$ cat src/rtl/pipe_pkg.sv
// ---------------------------------------------------------------------------
// pipe_pkg
//   Shared types for the generic pipeline stage register.
//
//   stage_st_e : occupancy state of one stage
//                ST_EMPTY - nothing held
//                ST_BUSY  - main entry valid
//                ST_FULL  - main and skid entries valid (SKID=1 only)
//   OCC_W      : width of the occupancy count output
//   occ_of()   : maps a state to the number of entries it holds
// ---------------------------------------------------------------------------
package pipe_pkg;

  typedef enum logic [1:0] {
    ST_EMPTY = 2'd0,
    ST_BUSY  = 2'd1,
    ST_FULL  = 2'd2
  } stage_st_e;

  localparam int OCC_W = 2;

  function automatic logic [OCC_W-1:0] occ_of(input stage_st_e st);
    logic [OCC_W-1:0] occ;
    occ = '0;
    case (st)
      ST_EMPTY: occ = 2'd0;
      ST_BUSY:  occ = 2'd1;
      ST_FULL:  occ = 2'd2;
      default:  occ = 2'd0;
    endcase
    return occ;
  endfunction

endpackage

$ cat src/rtl/pipe_stage_cnt.sv
// ---------------------------------------------------------------------------
// pipe_stage_cnt
//   Free-running event counter that wraps modulo 2^CNT_W. Used for the
//   per-stage transfer and stall statistics.
//
//   Ports:
//     i_clk  in  1      clock, rising edge
//     i_rst  in  1      synchronous active-high reset, clears the count
//     i_inc  in  1      add one this cycle
//     o_cnt  out CNT_W  current count
// ---------------------------------------------------------------------------
module pipe_stage_cnt #(
  parameter int CNT_W = 32
) (
  input  logic             i_clk,
  input  logic             i_rst,
  input  logic             i_inc,
  output logic [CNT_W-1:0] o_cnt
);

  logic [CNT_W-1:0] cnt_q;
  logic [CNT_W-1:0] cnt_d;

  // Plain binary add; the carry out of the MSB is dropped, which gives the
  // wrap-around behaviour.
  always_comb begin
    cnt_d = cnt_q;
    if (i_inc) begin
      cnt_d = cnt_q + {{(CNT_W-1){1'b0}}, 1'b1};
    end
  end

  always_ff @(posedge i_clk) begin
    if (i_rst) begin
      cnt_q <= '0;
    end else begin
      cnt_q <= cnt_d;
    end
  end

  assign o_cnt = cnt_q;

endmodule

$ cat src/rtl/pipe_stage_reg.sv
// ---------------------------------------------------------------------------
// pipe_stage_reg
//   Generic pipeline stage register with valid/ready handshake. The caller
//   packs its whole payload into one DATA_W vector.
//
//   SKID=1 : two entries (main + skid). o_ready is a flop, so there is no
//            combinational path from i_ready/i_stall to o_ready. When the
//            downstream stops, one extra beat is absorbed into the skid entry
//            and o_ready drops one cycle later.
//   SKID=0 : single entry, o_ready is combinational from the downstream side.
//
//   state    | meaning
//   ---------+------------------------------------------------------
//   ST_EMPTY | no entry held, o_valid=0
//   ST_BUSY  | main entry valid, presented on o_data
//   ST_FULL  | main and skid valid, upstream blocked (SKID=1 only)
//
//   Ports:
//     i_clk        in  1       clock, rising edge
//     i_rst        in  1       synchronous active-high reset
//     i_flush      in  1       drop all held entries, highest priority
//     i_stall      in  1       hold the downstream transfer this cycle
//     i_valid      in  1       upstream payload valid
//     o_ready      out 1       stage accepts upstream payload
//     i_data       in  DATA_W  upstream payload
//     o_valid      out 1       downstream payload valid
//     i_ready      in  1       downstream accepts
//     o_data       out DATA_W  downstream payload (main entry)
//     o_occ        out 2       entries held (0..2)
//     o_xfer_cnt   out CNT_W   completed downstream transfers (wraps)
//     o_stall_cnt  out CNT_W   cycles valid without a transfer (wraps)
// ---------------------------------------------------------------------------
module pipe_stage_reg
  import pipe_pkg::*;
#(
  parameter int DATA_W = 64,
  parameter int SKID   = 1,
  parameter int CNT_W  = 32
) (
  input  logic              i_clk,
  input  logic              i_rst,
  input  logic              i_flush,
  input  logic              i_stall,
  input  logic              i_valid,
  output logic              o_ready,
  input  logic [DATA_W-1:0] i_data,
  output logic              o_valid,
  input  logic              i_ready,
  output logic [DATA_W-1:0] o_data,
  output logic [OCC_W-1:0]  o_occ,
  output logic [CNT_W-1:0]  o_xfer_cnt,
  output logic [CNT_W-1:0]  o_stall_cnt
);

  stage_st_e         state_q;
  stage_st_e         state_d;
  logic [DATA_W-1:0] main_q;
  logic [DATA_W-1:0] main_d;
  logic [DATA_W-1:0] skid_data;
  logic              skid_load;
  logic              ready;
  logic              in_fire;
  logic              out_fire;
  logic              stall_evt;

  assign o_valid = (state_q != ST_EMPTY);
  assign o_ready = ready;
  assign o_data  = main_q;
  assign o_occ   = occ_of(state_q);

  // Flush blocks both sides of the handshake in the same cycle.
  assign in_fire   = i_valid & ready & ~i_flush;
  assign out_fire  = o_valid & i_ready & ~i_stall & ~i_flush;
  assign stall_evt = o_valid & ~(i_ready & ~i_stall) & ~i_flush;

  // -------------------------------------------------------------------------
  // Next-state / data path
  // -------------------------------------------------------------------------
  always_comb begin
    state_d   = state_q;
    main_d    = main_q;
    skid_load = 1'b0;
    unique case (state_q)
      ST_EMPTY: begin
        if (in_fire) begin
          main_d  = i_data;
          state_d = ST_BUSY;
        end
      end
      ST_BUSY: begin
        if (in_fire && out_fire) begin
          main_d = i_data;
        end else if (in_fire && (SKID != 0)) begin
          // Downstream did not take main: park the new beat behind it.
          skid_load = 1'b1;
          state_d   = ST_FULL;
        end else if (out_fire) begin
          state_d = ST_EMPTY;
        end
      end
      ST_FULL: begin
        // o_ready is low here, so only the downstream side can move.
        if (out_fire) begin
          main_d  = skid_data;
          state_d = ST_BUSY;
        end
      end
      default: begin
        state_d = ST_EMPTY;
      end
    endcase
    // Flush only clears validity; payload registers keep their contents.
    if (i_flush) begin
      state_d = ST_EMPTY;
    end
  end

  always_ff @(posedge i_clk) begin
    if (i_rst) begin
      state_q <= ST_EMPTY;
      main_q  <= '0;
    end else begin
      state_q <= state_d;
      main_q  <= main_d;
    end
  end

  // -------------------------------------------------------------------------
  // Ready generation and skid entry
  // -------------------------------------------------------------------------
  if (SKID != 0) begin : g_skid
    logic [DATA_W-1:0] skid_q;
    logic              ready_q;

    // Ready looks ahead at the next state so it is already low in the
    // cycle the stage sits FULL.
    always_ff @(posedge i_clk) begin
      if (i_rst) begin
        skid_q  <= '0;
        ready_q <= 1'b0;
      end else begin
        if (skid_load) begin
          skid_q <= i_data;
        end
        ready_q <= (state_d != ST_FULL);
      end
    end

    assign skid_data = skid_q;
    assign ready     = ready_q;
  end else begin : g_single
    logic unused_skid_load;

    assign ready            = ~i_rst & (~o_valid | (i_ready & ~i_stall));
    assign skid_data        = '0;
    assign unused_skid_load = skid_load;
  end

  // -------------------------------------------------------------------------
  // Performance counters (not cleared by flush)
  // -------------------------------------------------------------------------
  pipe_stage_cnt #(
    .CNT_W (CNT_W)
  ) u_xfer_cnt (
    .i_clk (i_clk),
    .i_rst (i_rst),
    .i_inc (out_fire),
    .o_cnt (o_xfer_cnt)
  );

  pipe_stage_cnt #(
    .CNT_W (CNT_W)
  ) u_stall_cnt (
    .i_clk (i_clk),
    .i_rst (i_rst),
    .i_inc (stall_evt),
    .o_cnt (o_stall_cnt)
  );

endmodule

$ cat config.mk
export PLATFORM = sky130hd
export DESIGN_NAME = pipe_stage_reg
export DESIGN_NICKNAME = d
export VERILOG_FILES = /design/src/rtl/pipe_pkg.sv /design/src/rtl/pipe_stage_cnt.sv /design/src/rtl/pipe_stage_reg.sv
export SDC_FILE = /design/constraint.sdc
export NUM_CORES = 1
export LEC_CHECK = 0
export ABC_AREA = 0
export CAP_MARGIN = 15
export CORE_ASPECT_RATIO = 1.1
export CORE_UTILIZATION = 38
export CTS_BUF_LIST = sky130_fd_sc_hd__clkbuf_16
export CTS_CLUSTER_SIZE = 40
export DETAILED_ROUTE_END_ITERATION = 7
export PLACE_DENSITY_LB_ADDON = 0.1
export SYNTH_ARGS = -nofsm -noshare
export SYNTH_HDL_FRONTEND = slang
export SYNTH_SLANG_ARGS = --single-unit
$ cat constraint.sdc
create_clock -name i_clk -period 4.9 [get_ports i_clk]
set_clock_uncertainty 0.2 [all_clocks]
set_input_delay 0.98 -clock i_clk [delete_from_list [all_inputs] [get_ports i_clk]]
set_output_delay 0.98 -clock i_clk [all_outputs]
set_load 0.01 [all_outputs]
==> results.yml <==
detailed_routing:
  drc: 0
  via_per_inst: 5.31
  dr.pass1.iters: 7
  wire_per_inst_um: 16.2
  initialDrtViolationCount: 379
  drtAntennaViolNets: 0
  vias: 7605
  drt_wl_total_um: 23200
cts:
  ctsHtreeMaxLevel: 4
  cts_buffers: 17
  path_clk_slew_ns: 0.08
  post_cts_resized: 0
  clkSinkCount: 195
  cts_setup_buffers: 0
  cts_tree: "done"
  clk_path_buf_depth: 2
  clkLatencyLatePin_ns: 0.43
  postCtsHoldBufs: 0
  cts_root_buffer: "clkbuf_16"
global_routing:
  grt_pass1_vias: 7084
  grt_antenna_before_repair: 1
  grt_max_degree: 135
  grt_use_total_pct: 20.5
  grt_pass1_wl_um: 37000
  grt-ovfl-total: 0
finish:
  drive_above_1_share_pct: 5.70
  final_cell_area_um2: 11200
  nets: 1199
  fin_cells: 1431
  final_util_pct: 52.1
  areaGrowthSynthToFinish_pct: 32.6
worst_setup_path:
  critPathLaunchType: "register"
  cp.arrival_ns: 2.18
  ff2ff_path_depth: 4
  cp.required_ns: 3.72
  path_class: "reg2out"
  cp_max_fo: 29
  end_kind: "output port"
power:
  p_sw_uw: 861
  ir_worst_vdd_mv: 0.239
  switching_share_pct: 25.5
  power.leakage_nw: 4.05
  pwr-share-seq_pct: 48.6
  power_frac_comb_pct: 8.9
  finalPower_mw: 3.38
  p_per_area_nw_per_um2: 301
  clkPwrFrac_pct: 42.5
  internal_power_mw: 2.52
synthesis:
  synth_top_area_share_pct: 46.1
  synth_cells: 980
  netlist_top_cells_count: "195 x dfxtp_1, 152 x nand2_1, 107 x a21oi_1, 66 x mux2i_1"
  synth_flop_cell: "dfxtp_1"
  synth_seq_area_share_pct: 46.1
  netlist_area_um2: 8470
  post-synth-top-count-cell: "dfxtp_1"
  async_reset_ff_share_pct: 0
  synth-edff-count: 0
  synth_nets: 1052
  yosys.area.top_type: "dfxtp_1"
  synthDistinctLibCells: 39
  synth_area_leaders: "dfxtp_1 46%, mux2i_1 7.8%, nand2_1 6.7%, a21oi_1 6.3%, a211oi_1 5.8%"
  avgSynthCellArea_um2: 8.65
  ys_seq_elements: 195
  yosysWarnings: 0
sta:
  rsz0062_at_grt: "false"
  finalHoldViolations: 0
  fmax_ghz: 0.298
  period_share_pct: 68.5
  relSlewSlack_pct: 29.7
  worst_slew_pin_slew_ns: 1.06
  setup_viol: 0
  holdWs_ns: 0.255
  min_period_ns: 3.36
  slew_viol_final: 0
  worst_slack_ns: 1.54
  finalSetupTns_ns: 0
place:
  dp.final_hpwl_um: 14200
  port_buffers: 201
  dp.cells: 1398
  dp_slack_ns: 1.19
  routabilityCongestion: 0.755
  place_area_um2: 10600
min_path:
  hold_class: "reg2reg"
  holdPathStages: 2
floorplanning:
  start_util_pct: 39.3
  chipHeight_um: 159
  floorplan.io_pins: 202
  fp.dieW_um: 144
  die_area_um2: 22900
  core_region_area_um2: 21600
  placementRows: 56
status:
  status: "completed"
flow_run:
  maxCapViolCount: 0
[flip-flops by register name (all words and copies together), names as in the netlist]
| signal | flops |
|---|---|
| u_stall_cnt.o_cnt | 32 |
| g_skid.skid_q | 64 |
| u_xfer_cnt.o_cnt | 32 |
| o_ready | 1 |
| o_data | 64 |
| state_q | 2 |
[logic make-up (layout without fill, tap and decap cells)]
group | after synthesis | in the layout | synth area share, %
and+or+nand+nor | 388 | 388 | 23.2
AOI/OAI and AO/OA | 216 | 216 | 15.7
DFF | 195 | 195 | 46.1
buffers and inverters | 91 | 251 | 4.34
muxes | 77 | 77 | 9.26
xor gates and xnor gates | 11 | 11 | 1.14
adders and majority gates | 2 | 2 | 0.295
other | 0 | 1 | 0
[power by group through the flow]
stage	clock, mW	combinational (mW)	sequential (mW)
2_1_floorplan	0	0.124	1.69
3_3_place_gp	0	0.301	1.68
3_5_place_dp	0	0.304	1.68
4_1_cts	1.48	0.305	1.64
5_1_grt	1.55	0.328	1.65
6_report	1.44	0.302	1.64
[metal layers]
layer  vias to the layer above  track usage (%)  wire (um)
met1                      3550             25.8      10400
met5                         -                0          0
met4                         0             4.86        217
met2                       188             33.6      11000
met3                        13             7.01       1690
li1                       3854                -          -
[cell usage in the layout (no fill, tap or decap), types with 7 or more instances in the layout]
master,instances
nor4_1,11
inv_1,7
a21oi_1,106
or3_1,12
xor2_1,7
nand4_1,19
buf_4,11
nand3_1,24
clkbuf_16,17
and4_1,9
o31ai_1,29
nor2_1,25
nand2_1,152
and3_1,11
a211oi_1,65
or4_1,29
dfxtp_1,195
clkdlybuf4s50_1,200
mux2i_1,66
o21ai_0,11
mux2_2,11
nor2b_1,13
nor3_1,64
and2_1,7
[cell type report]
type	instances	area [um^2]
multi-input combinational	694	4230
clock inverter	15	186
sequential	195	3900
antenna	1	2.50
inverter	7	26.3
fill	2131	10300
tap	290	363
clock buffer	17	425
timing repair buffer	212	2100
[worst max-delay path: stages, from the launching register on]
cell and delay, ns:
dfxtp_1 0.56, nand2b_4 0.56, inv_1 0.09, clkdlybuf4s50_1 0.54
[worst paths after layout]
kind / from / to / slack [ns]
max: state_q[0]$_SDFF_PP0_ / o_occ[1] / 1.54
min reg2reg: g_skid.skid_q[36]$_SDFFE_PP0P_ / g_skid.skid_q[36]$_SDFFE_PP0P_ / 0.25
min: g_skid.skid_q[36]$_SDFFE_PP0P_ / g_skid.skid_q[36]$_SDFFE_PP0P_ / 0.25
max reg2reg: state_q[0]$_SDFF_PP0_ / u_stall_cnt.o_cnt[25]$_SDFFE_PP0P_ / 2.21
Note: power is estimated with default switching activity, not from simulation.
